===== config.mk =====
export PLATFORM = sky130hd
export DESIGN_NAME = room_draw_scheduler
export DESIGN_NICKNAME = d
export VERILOG_FILES = /design/src/rtl/room_draw_scheduler.sv
export SDC_FILE = /design/constraint.sdc
export NUM_CORES = 1
export LEC_CHECK = 0
export CAP_MARGIN = 40
export CORE_UTILIZATION = 50
export CTS_BUF_LIST = sky130_fd_sc_hd__clkbuf_16
export CTS_CLUSTER_SIZE = 28
export DETAILED_ROUTE_END_ITERATION = 8
export HOLD_SLACK_MARGIN = 0.06
export PLACE_DENSITY_LB_ADDON = 0.05
export SLEW_MARGIN = 20
export SYNTH_ARGS = -nofsm -noshare
export SYNTH_HDL_FRONTEND = slang
export SYNTH_SLANG_ARGS = --single-unit

===== constraint.sdc =====
create_clock -name clock -period 20.7 [get_ports clock]
set_input_delay 2.07 -clock clock [delete_from_list [all_inputs] [get_ports clock]]
set_output_delay 2.07 -clock clock [all_outputs]
set_load 0.02 [all_outputs]

===== src/rtl/room_draw_scheduler.sv =====
// Round-robin scheduler for per-room redraw jobs and full-screen clears on the shared VGA drawer.
// Each completed room job produces one audio cue.
module room_draw_scheduler #(
    parameter int NUM_ROOMS = 5,
    parameter int TIMEOUT   = 20000
) (
    input  logic       clock,
    input  logic       reset,
    input  logic       req_valid,
    input  logic [2:0] req_room,
    input  logic       req_funct,
    input  logic       req_onoff,
    input  logic       clear_req,
    input  logic       countDone,
    output logic       draw_start,
    output logic       draw_clear,
    output logic [7:0] draw_x,
    output logic [6:0] draw_y,
    output logic [2:0] draw_colour,
    output logic       aud_valid,
    output logic [3:0] aud_code,
    output logic [4:0] pending,
    output logic       busy,
    output logic       timeout_err
);

    typedef enum logic [2:0] {IDLE, ARB, START, WAIT, AUDIO, CLR_START, CLR_WAIT} state_t;

    localparam int ROOMS = (NUM_ROOMS < 5) ? NUM_ROOMS : 5;
    localparam int TW = (TIMEOUT > 2) ? $clog2(TIMEOUT) : 1;
    localparam logic [TW-1:0] TIMER_LAST = TW'(TIMEOUT - 1);

    state_t        state;
    logic [4:0]    room_funct;
    logic [4:0]    room_onoff;
    logic          clear_pend;
    logic [2:0]    last_grant;
    logic          job_funct;
    logic          job_onoff;
    logic [TW-1:0] timer;

    logic          req_ok;
    logic          grant_found;
    logic [2:0]    grant_room;
    logic [2:0]    idx;
    logic          sel_funct;
    logic          sel_onoff;

    function automatic logic [2:0] colour_of(input logic f, input logic o);
        if (f)
            return o ? 3'b110 : 3'b001;
        else
            return o ? 3'b100 : 3'b010;
    endfunction

    assign req_ok    = req_valid && (int'(req_room) < ROOMS);
    assign busy      = (state != IDLE);
    assign sel_funct = room_funct[grant_room];
    assign sel_onoff = room_onoff[grant_room];

    // Search starts just after the last granted room and wraps 4 -> 0.
    always_comb begin
        grant_found = 1'b0;
        grant_room  = 3'd0;
        idx         = 3'd0;
        for (int i = 1; i <= 5; i++) begin
            idx = 3'((int'(last_grant) + i) % 5);
            if (!grant_found && pending[idx]) begin
                grant_found = 1'b1;
                grant_room  = idx;
            end
        end
    end

    always_ff @(posedge clock) begin
        if (!reset) begin
            state       <= IDLE;
            pending     <= '0;
            room_funct  <= '0;
            room_onoff  <= '0;
            clear_pend  <= 1'b0;
            last_grant  <= 3'd4;
            job_funct   <= 1'b0;
            job_onoff   <= 1'b0;
            timer       <= '0;
            timeout_err <= 1'b0;
            draw_start  <= 1'b0;
            draw_clear  <= 1'b0;
            draw_x      <= 8'd0;
            draw_y      <= 7'd0;
            draw_colour <= 3'd0;
            aud_valid   <= 1'b0;
            aud_code    <= 4'd0;
        end else begin
            draw_start <= 1'b0;
            aud_valid  <= 1'b0;
            case (state)
                IDLE: begin
                    if (clear_pend) begin
                        draw_start  <= 1'b1;
                        draw_clear  <= 1'b1;
                        draw_x      <= 8'd0;
                        draw_y      <= 7'd0;
                        draw_colour <= 3'd0;
                        state       <= CLR_START;
                    end else if (|pending) begin
                        state <= ARB;
                    end
                end
                ARB: begin
                    if (grant_found) begin
                        job_funct           <= sel_funct;
                        job_onoff           <= sel_onoff;
                        pending[grant_room] <= 1'b0;
                        last_grant          <= grant_room;
                        draw_start          <= 1'b1;
                        draw_clear          <= 1'b0;
                        draw_x              <= 8'd10 + 8'd30 * {5'd0, grant_room};
                        draw_y              <= sel_funct ? 7'd40 : 7'd80;
                        draw_colour         <= colour_of(sel_funct, sel_onoff);
                        state               <= START;
                    end else begin
                        state <= IDLE;
                    end
                end
                START: begin
                    timer <= '0;
                    state <= WAIT;
                end
                WAIT: begin
                    if (countDone) begin
                        aud_valid <= 1'b1;
                        aud_code  <= {2'b00, ~job_funct, ~job_onoff};
                        state     <= AUDIO;
                    end else if (timer == TIMER_LAST) begin
                        timeout_err <= 1'b1;
                        state       <= IDLE;
                    end else begin
                        timer <= timer + 1'b1;
                    end
                end
                AUDIO: state <= IDLE;
                CLR_START: begin
                    pending    <= '0;
                    clear_pend <= 1'b0;
                    timer      <= '0;
                    state      <= CLR_WAIT;
                end
                CLR_WAIT: begin
                    if (countDone) begin
                        state <= IDLE;
                    end else if (timer == TIMER_LAST) begin
                        timeout_err <= 1'b1;
                        state       <= IDLE;
                    end else begin
                        timer <= timer + 1'b1;
                    end
                end
                default: state <= IDLE;
            endcase

            // New requests come last so they win over same-cycle clears.
            if (clear_req)
                clear_pend <= 1'b1;
            if (req_ok) begin
                pending[req_room]    <= 1'b1;
                room_funct[req_room] <= req_funct;
                room_onoff[req_room] <= req_onoff;
            end
        end
    end

endmodule


==> impl_metrics.tcl, run 1 <==
set metrics [dict create \
    crit_required_ns 20.91 \
    synth_cell_types 90 \
    die_area_sq_um 10000 \
    critPathLaunch "last_grant[0]$_SDFFE_PN0P_" \
    antenna_found_initial 0 \
    r2r_start "last_grant[0]$_SDFFE_PN0P_" \
    htreeDepth 3 \
    worst_pin_slew_ns 0.765 \
    synth_top_flop_cell "dfxtp_1" \
    synth.top_cell.area_share 0.237 \
    synth_seq_area_share 0.237 \
    ctsHoldBuffers 0 \
    antenna_left 0 \
    routabilityCongestion 0.940 \
    relSlewSlack 0.489 \
    num_vias 4462 \
    synthArstFlopShare 0 \
    dieWidth_microns 100 \
    setup.worst_path.class "reg -> reg" \
    cts_tree "built" \
    start_util 0.518 \
    rsz0062_at_grt "false" \
    postCtsSetupBuffers 0 \
    path_delay_family "adder cells" \
    endpoint "draw_x[6]$_SDFFE_PN0P_" \
    grt_first_pass_wirelength_mm 20.2 \
    critical_path_arrival_ns 7.91 \
    grt.overflow.total 0 \
    finClkSkew_ns 0.0121 \
    synth.area.top_cells "dfxtp_1, ha_1, nor2_1, mux2i_1, a21oi_1" \
    syn_to_final_growth_pct 14.0 \
    hp-class "reg -> reg" \
    routed_via_density 5.90 \
    nets 671 \
    insertion_delay_ns 0.32 \
    wl_mm 11.8 \
    grt_pass1_vias 4227 \
    timing.fmax_mhz 130 \
    io_pins 42 \
    drt_iter0_markers 219 \
    startpoint_type "register" \
    fp-row-count 35 \
    cts_made_buffers 9 \
    wire_per_inst_microns 15.7 \
    fillers 898 \
    status "complete, no violations" \
    synth_edf_count 0 \
    n_antenna_cell 0 \
    ys_seq_elements 57 \
    synth_area_per_cell_sq_um 8.02 \
    clk_pin_slew_ns 0.06 \
    cts_resized 0 \
    finalSetupViolCount 0 \
    io_buffers 35 \
    gr-usage-all-layers 0.251 \
    slowest_delay_ns 0.86 \
    final_cell_mix "nor2_1, dfxtp_1, nand2_1, ha_1, clkdlybuf4s50_1" \
    layout_min_cycle_time_ns 7.70 \
    hpwl_mm 8.70 \
    path_max_fanout 36 \
    r2r_cells 27 \
    max_cap_violations 0 \
    yosys_warnings 0 \
    cts-root-buf "clkbuf_16" \
    layout-drive-gt1-share 0.0861 \
    dr.pass1.iters 7 \
    drv_slew 0 \
    synth_area_leader_cell "dfxtp_1" \
    ctsLongestPathBuffers 2 \
    die_h_microns 100 \
    cp_num_cells 27 \
    grt_max_degree 37 \
    tns_ns 0 \
    cts_num_sinks 57 \
    netlist_area_sq_um 4810 \
    r2r_slack_ns 13.00 \
    core-area_sq_um 9280 \
    end_kind "register" \
    synth_cells 599 \
    fin_crit_sh 0.372 \
    rr_endpoint "draw_x[6]$_SDFFE_PN0P_" \
    crit_slowest_cell "ha_1" \
    hold_viol 0 \
    final_common_cell "nor2_1" \
    crit_buf_inv 7 \
    route.detailed.drc 0 \
]
==> worst reg2reg max path, stage by stage, from the launching register on <==
cell and delay (ns):
dfxtp_1 0.30, buf_4 0.35, inv_1 0.41, ha_1 0.86, clkinv_1 0.49, ha_1 0.34
inv_1 0.05, ha_1 0.21, nand2b_1 0.14, a21oi_1 0.18, a2bb2oi_1 0.54, a21oi_1 0.08
or4b_2 0.67, a221oi_1 0.29, nand4_1 0.14, o211ai_1 0.10, clkbuf_4 0.24, inv_1 0.13
fa_1 0.51, inv_1 0.08, ha_1 0.24, fa_1 0.38, xor2_1 0.24, nand2_1 0.13
and2_1 0.16, o21ai_0 0.14, o41a_1 0.16, nand3_1 0.06
==> worst min-delay path by stage <==
| stage | from | end | cells after the start |
|---|---|---|---|
| after floorplan | job_funct$_SDFFE_PN0P_ | aud_code[1]$_SDFFE_PN0P_ | 1 |
| after global placement | job_funct$_SDFFE_PN0P_ | aud_code[1]$_SDFFE_PN0P_ | 1 |
| after detailed placement | job_funct$_SDFFE_PN0P_ | aud_code[1]$_SDFFE_PN0P_ | 1 |
| after CTS | job_funct$_SDFFE_PN0P_ | aud_code[1]$_SDFFE_PN0P_ | 1 |
| after global routing | draw_colour[0]$_SDFFE_PN0P_ | draw_colour[0]$_SDFFE_PN0P_ | 2 |
| final | job_funct$_SDFFE_PN0P_ | aud_code[1]$_SDFFE_PN0P_ | 1 |
==> stage by stage <==
step | std cells | instance area (sq um) | utilization | hold slack [ns] | setup WS (ns)
floorplan | 604 | 4820 | - | 0.408 | 13.64
global placement | 736 | 5170 | 0.557 | 0.433 | 12.99
detailed placement | 738 | 5190 | 0.559 | 0.437 | 12.66
CTS | 754 | 5470 | 0.589 | 0.448 | 12.59
global route | 756 | 5480 | 0.590 | 0.485 | 12.45
finish | 756 | 5480 | 0.590 | 0.449 | 13.00
==> cells by family (layout without fill, tap and decap cells) <==
logic type      Yosys count  after routing  synth area share
flops                    57             57             0.237
buf+inv                  69             92            0.0666
simple gates            234            234             0.259
mux                      28             28            0.0633
xor+xnor                 29             29            0.0568
other cells               1              6          0.000780
compound gates          141            141             0.208
fa+ha+maj                40             40             0.108
==> layer usage <==
layer	share of wire	global-route usage
met4	0.0099	0.0647
met5	0	0
met3	0.035	0.0334
met2	0.47	0.425
met1	0.49	0.337
==> flip-flops by register name, summed over array words and instances, names as in the netlist <==
name         cells
room_funct       5
last_grant       3
draw_x           7
job_funct        1
timeout_err      1
room_onoff       5
clear_pend       1
draw_y           2
draw_clear       1
state            3
draw_start       1
timer           15
job_onoff        1
pending          5
aud_code         2
aud_valid        1
draw_colour      3
==> final cells by class <==
class,instances,area [sq um],share of cell area
repair buffers,42,408,0.0744
inverters,34,133,0.0242
clock inverters,7,47.5,0.00868
multi-input cells,478,3360,0.614
clock buffers,9,225,0.0411
well taps,129,161,0.0295
flip-flops and latches,57,1140,0.208
==> cells in the mapped netlist (all sizes together) (14+ instances only) <==
master / number
nand2b: 15
nor2: 61
o21ai: 22
dfxtp: 57
xor2: 14
xnor2: 15
ha: 36
buf: 20
nand3: 17
mux2i: 21
a21oi: 36
nand2: 44
nor3: 18
nand4: 15
inv: 32
clkbuf: 15
Power of run 1 is not shown: default switching activity piles up to over one toggle a cycle in this logic, so the estimate is an artifact.
==> inputs of run 2 (changes only) <==
Clock period 20.7 ns to 7.1 ns, I/O delays scaled along.
==> impl_metrics.tcl, run 2 (synthesized netlist as in run 1, its figures left out) <==
set metrics [dict create \
    crit_required_ns 7.32 \
    dieWidth_microns 100 \
    route.detailed.drc 0 \
    crit_slowest_cell "fa_1" \
    hpwl_mm 8.95 \
    relSlewSlack 0.489 \
    start_util 0.518 \
    grt_first_pass_wirelength_mm 20.8 \
    status "complete, no violations" \
    die_h_microns 100 \
    slowest_delay_ns 0.55 \
    cts_tree "built" \
    core-area_sq_um 9280 \
    io_pins 42 \
    layout_min_cycle_time_ns 6.59 \
    tns_ns 0 \
    final_common_cell "nor2_1" \
    finalSetupViolCount 0 \
    htreeDepth 3 \
    finClkSkew_ns 0.00655 \
    nets 677 \
    grt_max_degree 32 \
    antenna_found_initial 0 \
    wl_mm 12.5 \
    die_area_sq_um 10000 \
    num_vias 4545 \
    grt.overflow.total 0 \
    critical_path_arrival_ns 6.81 \
    io_buffers 35 \
    path_delay_family "adder cells" \
    hp-class "reg -> reg" \
    fin_util 0.606 \
    dr.pass1.iters 5 \
    worst_pin_slew_ns 0.765 \
    gr-usage-all-layers 0.263 \
    drv_slew 0 \
    path_max_fanout 21 \
    antenna_left 0 \
    crit_buf_inv 4 \
    regMostFlops "timer" \
    fin_crit_sh 0.928 \
    drt_iter0_markers 350 \
    layout-drive-gt1-share 0.106 \
    final_cell_mix "nor2_1, dfxtp_1, nand2_1, ha_1, clkdlybuf4s50_1" \
    syn_to_final_growth_pct 17.1 \
    fp-row-count 35 \
    cts_num_sinks 57 \
    routed_via_density 5.96 \
    n_antenna_cell 0 \
    routabilityCongestion 0.870 \
    cts-root-buf "clkbuf_16" \
    ctsLongestPathBuffers 2 \
    top_regs "timer: 15 flops, draw_x: 7 flops" \
    wire_per_inst_microns 16.4 \
    timing.fmax_mhz 152 \
    crit_top_cell "ha_1" \
    hold_viol 0 \
    cts_made_buffers 9 \
    grt_pass1_vias 4218 \
    end_kind "register" \
    max_cap_violations 0 \
    ctsHoldBuffers 0 \
    startpoint_type "register" \
    largest_register_ff_count 15 \
    insertion_delay_ns 0.33 \
    clk_pin_slew_ns 0.06 \
    setup.worst_path.class "reg -> reg" \
    rsz0062_at_grt "false" \
]
-- run 2: cell count changes in the layout (fill, tap and decap cells not counted), moves of 2 or more --
cell / before / now
buf_4: 4 / 12
bufinv_16: 0 / 3
clkinv_2: 3 / 0
dfxtp_1: 57 / 54
dfxtp_2: 0 / 3
inv_6: 0 / 3
xnor2_1: 14 / 12
xnor2_2: 0 / 2
-- run 2: per-stage QoR --
step	setup slack [ns]	instance area [sq um]	hold WS [ns]	instances
2_1_floorplan	0.0407	4820	0.408	604
3_3_place_gp	0.555	5210	0.428	741
3_5_place_dp	0.322	5230	0.444	743
4_1_cts	0.283	5580	0.447	759
5_1_grt	0.00536	5630	0.463	762
6_report	0.510	5630	0.444	762
-- run 2: per-layer routing --
metal | wire length (microns) | GRT usage | vias up
met2 | 5780 | 0.426 | 141
li1 | - | - | 2237
met3 | 716 | 0.0439 | 19
met5 | 0 | 0 | -
met1 | 5770 | 0.362 | 2148
met4 | 208 | 0.0747 | 0
-- run 2: what timing repair did --
item | in CTS | in global routing
resized for setup | 0 | 8
setup buffers | 0 | 3
endpoints found under the setup margin | 0 | 2
-- run 2: worst paths after layout --
path / endpoint / start / slack (ns) / cells after the start
worst min register to register: aud_code[1]$_SDFFE_PN0P_ / job_funct$_SDFFE_PN0P_ / 0.44 / 1
worst max-delay path: draw_x[6]$_SDFFE_PN0P_ / last_grant[1]$_SDFFE_PN0P_ / 0.51 / 27
worst max register to register: draw_x[6]$_SDFFE_PN0P_ / last_grant[1]$_SDFFE_PN0P_ / 0.51 / 27
worst min-delay path: aud_code[1]$_SDFFE_PN0P_ / job_funct$_SDFFE_PN0P_ / 0.44 / 1
-- run 2: final cells by class --
type,instances,area [sq um]
clock buffers,9,225
clock inverters,7,125
fillers,793,3650
inverters,34,136
multi-input cells,478,3380
flip-flops and latches,57,1140
well taps,129,161
repair buffers,48,455
-- run 2: worst reg2reg max path, stage by stage, from the launching register on --
cell and delay (ns):
dfxtp_2 0.45, inv_1 0.20, ha_1 0.34, buf_4 0.22, ha_1 0.24, nor2_1 0.16, a21oi_1 0.11, xnor2_1 0.16
ha_1 0.22, nor2b_1 0.15, a211o_1 0.28, o311a_1 0.15, mux2i_2 0.17, a21oi_1 0.39, nor4bb_1 0.12, buf_4 0.18
or4_4 0.51, o2111a_4 0.23, fa_1 0.55, inv_1 0.09, ha_1 0.25, fa_1 0.40, xor2_1 0.24, nand2_1 0.13
and2_1 0.17, o21ai_0 0.17, o41a_1 0.17, nand3_1 0.06
Power of run 2 is left out for the same reason.
==> inputs of run 3 (changes only) <==
Settings changed: SETUP_SLACK_MARGIN from default to 0.5.
==> impl_metrics.tcl, run 3 (synthesized netlist as in run 1, its figures left out) <==
set metrics [dict create \
    final_common_cell "nor2_1" \
    hp-class "reg -> reg" \
    ctsLongestPathBuffers 2 \
    start_util 0.518 \
    n_antenna_cell 0 \
    finClkSkew_ns 0.00776 \
    startpoint_type "register" \
    io_pins 42 \
    largest_register_ff_count 15 \
    insertion_delay_ns 0.32 \
    clk_pin_slew_ns 0.06 \
    end_kind "register" \
    status "complete, no violations" \
    critPathLaunch "last_grant[1]$_SDFFE_PN0P_" \
    finalSetupViolCount 0 \
    gr-usage-all-layers 0.261 \
    drt_iter0_markers 318 \
    cts_num_sinks 57 \
    layout_min_cycle_time_ns 6.25 \
    critical_path_arrival_ns 6.46 \
    core-area_sq_um 9280 \
    rsz0062_at_grt "false" \
    top_regs "timer: 15 flops, draw_x: 7 flops" \
    cts_tree "built" \
    dieWidth_microns 100 \
    path_max_fanout 10 \
    grt.overflow.total 0 \
    grt_first_pass_wirelength_mm 20.8 \
    io_buffers 35 \
    max_cap_violations 0 \
    relSlewSlack 0.466 \
    tns_ns 0 \
    route.detailed.drc 0 \
    grt_pass1_vias 4186 \
    die_h_microns 100 \
    timing.fmax_mhz 160 \
    wl_mm 12.7 \
    wire_per_inst_microns 16.5 \
    cts-root-buf "clkbuf_16" \
    r2r_start "last_grant[1]$_SDFFE_PN0P_" \
    worst_pin_slew_ns 0.800 \
    regMostFlops "timer" \
    drv_slew 0 \
    final_cell_mix "nor2_1, dfxtp_1, nand2_1, clkdlybuf4s50_1, a21oi_1" \
    htreeDepth 3 \
    fillers 875 \
    fp-row-count 35 \
    routed_via_density 5.92 \
    die_area_sq_um 10000 \
    cts_made_buffers 9 \
    routabilityCongestion 0.904 \
    hold_viol 0 \
    fin_crit_sh 0.880 \
    grt_max_degree 33 \
    num_vias 4555 \
    antenna_found_initial 0 \
    dr.pass1.iters 4 \
    antenna_left 0 \
    hold_start "job_funct$_SDFFE_PN0P_" \
    syn_to_final_growth_pct 19.5 \
    nets 685 \
    hpwl_mm 9.07 \
    setup.worst_path.class "reg -> reg" \
    layout-drive-gt1-share 0.139 \
    crit_required_ns 7.31 \
]
## run 3: changes by cell type in the layout (fill, tap and decap cells not counted), moves of 3 or more
cell and delta:
ha_1 -4, buf_4 +8, clkinvlp_4 +4, ha_4 +3
## run 3: timing repair
action,4_1_cts,5_1_grt
endpoints found under the hold margin,0,0
pin swaps,0,6
hold buffers,0,0
endpoints found under the setup margin,1,3
gates resized for setup,2,23
buffers inserted,0,12
## run 3: layout make-up
type,instances,area [sq um],area share
Timing Repair Buffer,56,515,0.0897
Tap cell,129,161,0.0281
Multi-Input combinational cell,478,3480,0.607
Clock buffer,9,225,0.0392
Inverter,34,140,0.0244
Clock inverter,7,70.1,0.0122
Sequential cell,57,1150,0.200
## run 3: worst max-delay path: stages (launching register included)
cell and delay [ns]:
dfxtp_4 0.42, clkinvlp_4 0.23, ha_4 0.39, o21a_1 0.23, a21oi_2 0.07, xnor2_2 0.30
ha_2 0.27, nand2b_1 0.06, a211o_1 0.35, a21boi_0 0.16, a2111o_1 0.46, nor4bb_1 0.17
buf_4 0.17, or4_4 0.51, o2111a_4 0.22, fa_1 0.55, inv_1 0.08, ha_1 0.23
fa_1 0.41, xor2_2 0.17, nand2_1 0.11, and2_1 0.16, o21ai_0 0.16, o41a_1 0.17
nand3_1 0.06
## run 3: final timing paths
kind,cells past startpoint,end,slack [ns]
hold / removal,1,aud_code[1]$_SDFFE_PN0P_,0.45
hold reg to reg,1,aud_code[1]$_SDFFE_PN0P_,0.45
setup / recovery,24,draw_x[6]$_SDFFE_PN0P_,0.85
setup reg to reg,24,draw_x[6]$_SDFFE_PN0P_,0.85
## run 3: routing by layer
| layer | GRT usage | part of all wire | vias to the layer above |
|---|---|---|---|
| li1 | - | - | 2238 |
| met1 | 0.365 | 0.48 | 2181 |
| met2 | 0.421 | 0.46 | 116 |
| met3 | 0.0313 | 0.046 | 20 |
| met4 | 0.0769 | 0.013 | 0 |
| met5 | 0 | 0 | - |
## run 3: per-stage QoR
step                hold WS, ns  instance area, sq um   util  cells  setup slack [ns]
floorplan                 0.408                  4850      -    604             0.530
global placement          0.432                  5230  0.563    741             0.600
detailed placement        0.428                  5250  0.565    742             0.430
CTS                       0.445                  5540  0.597    758             0.573
global route              0.459                  5740  0.619    770             0.478
finish                    0.445                  5740  0.619    770             0.852
Power of run 3 is left out for the same reason.
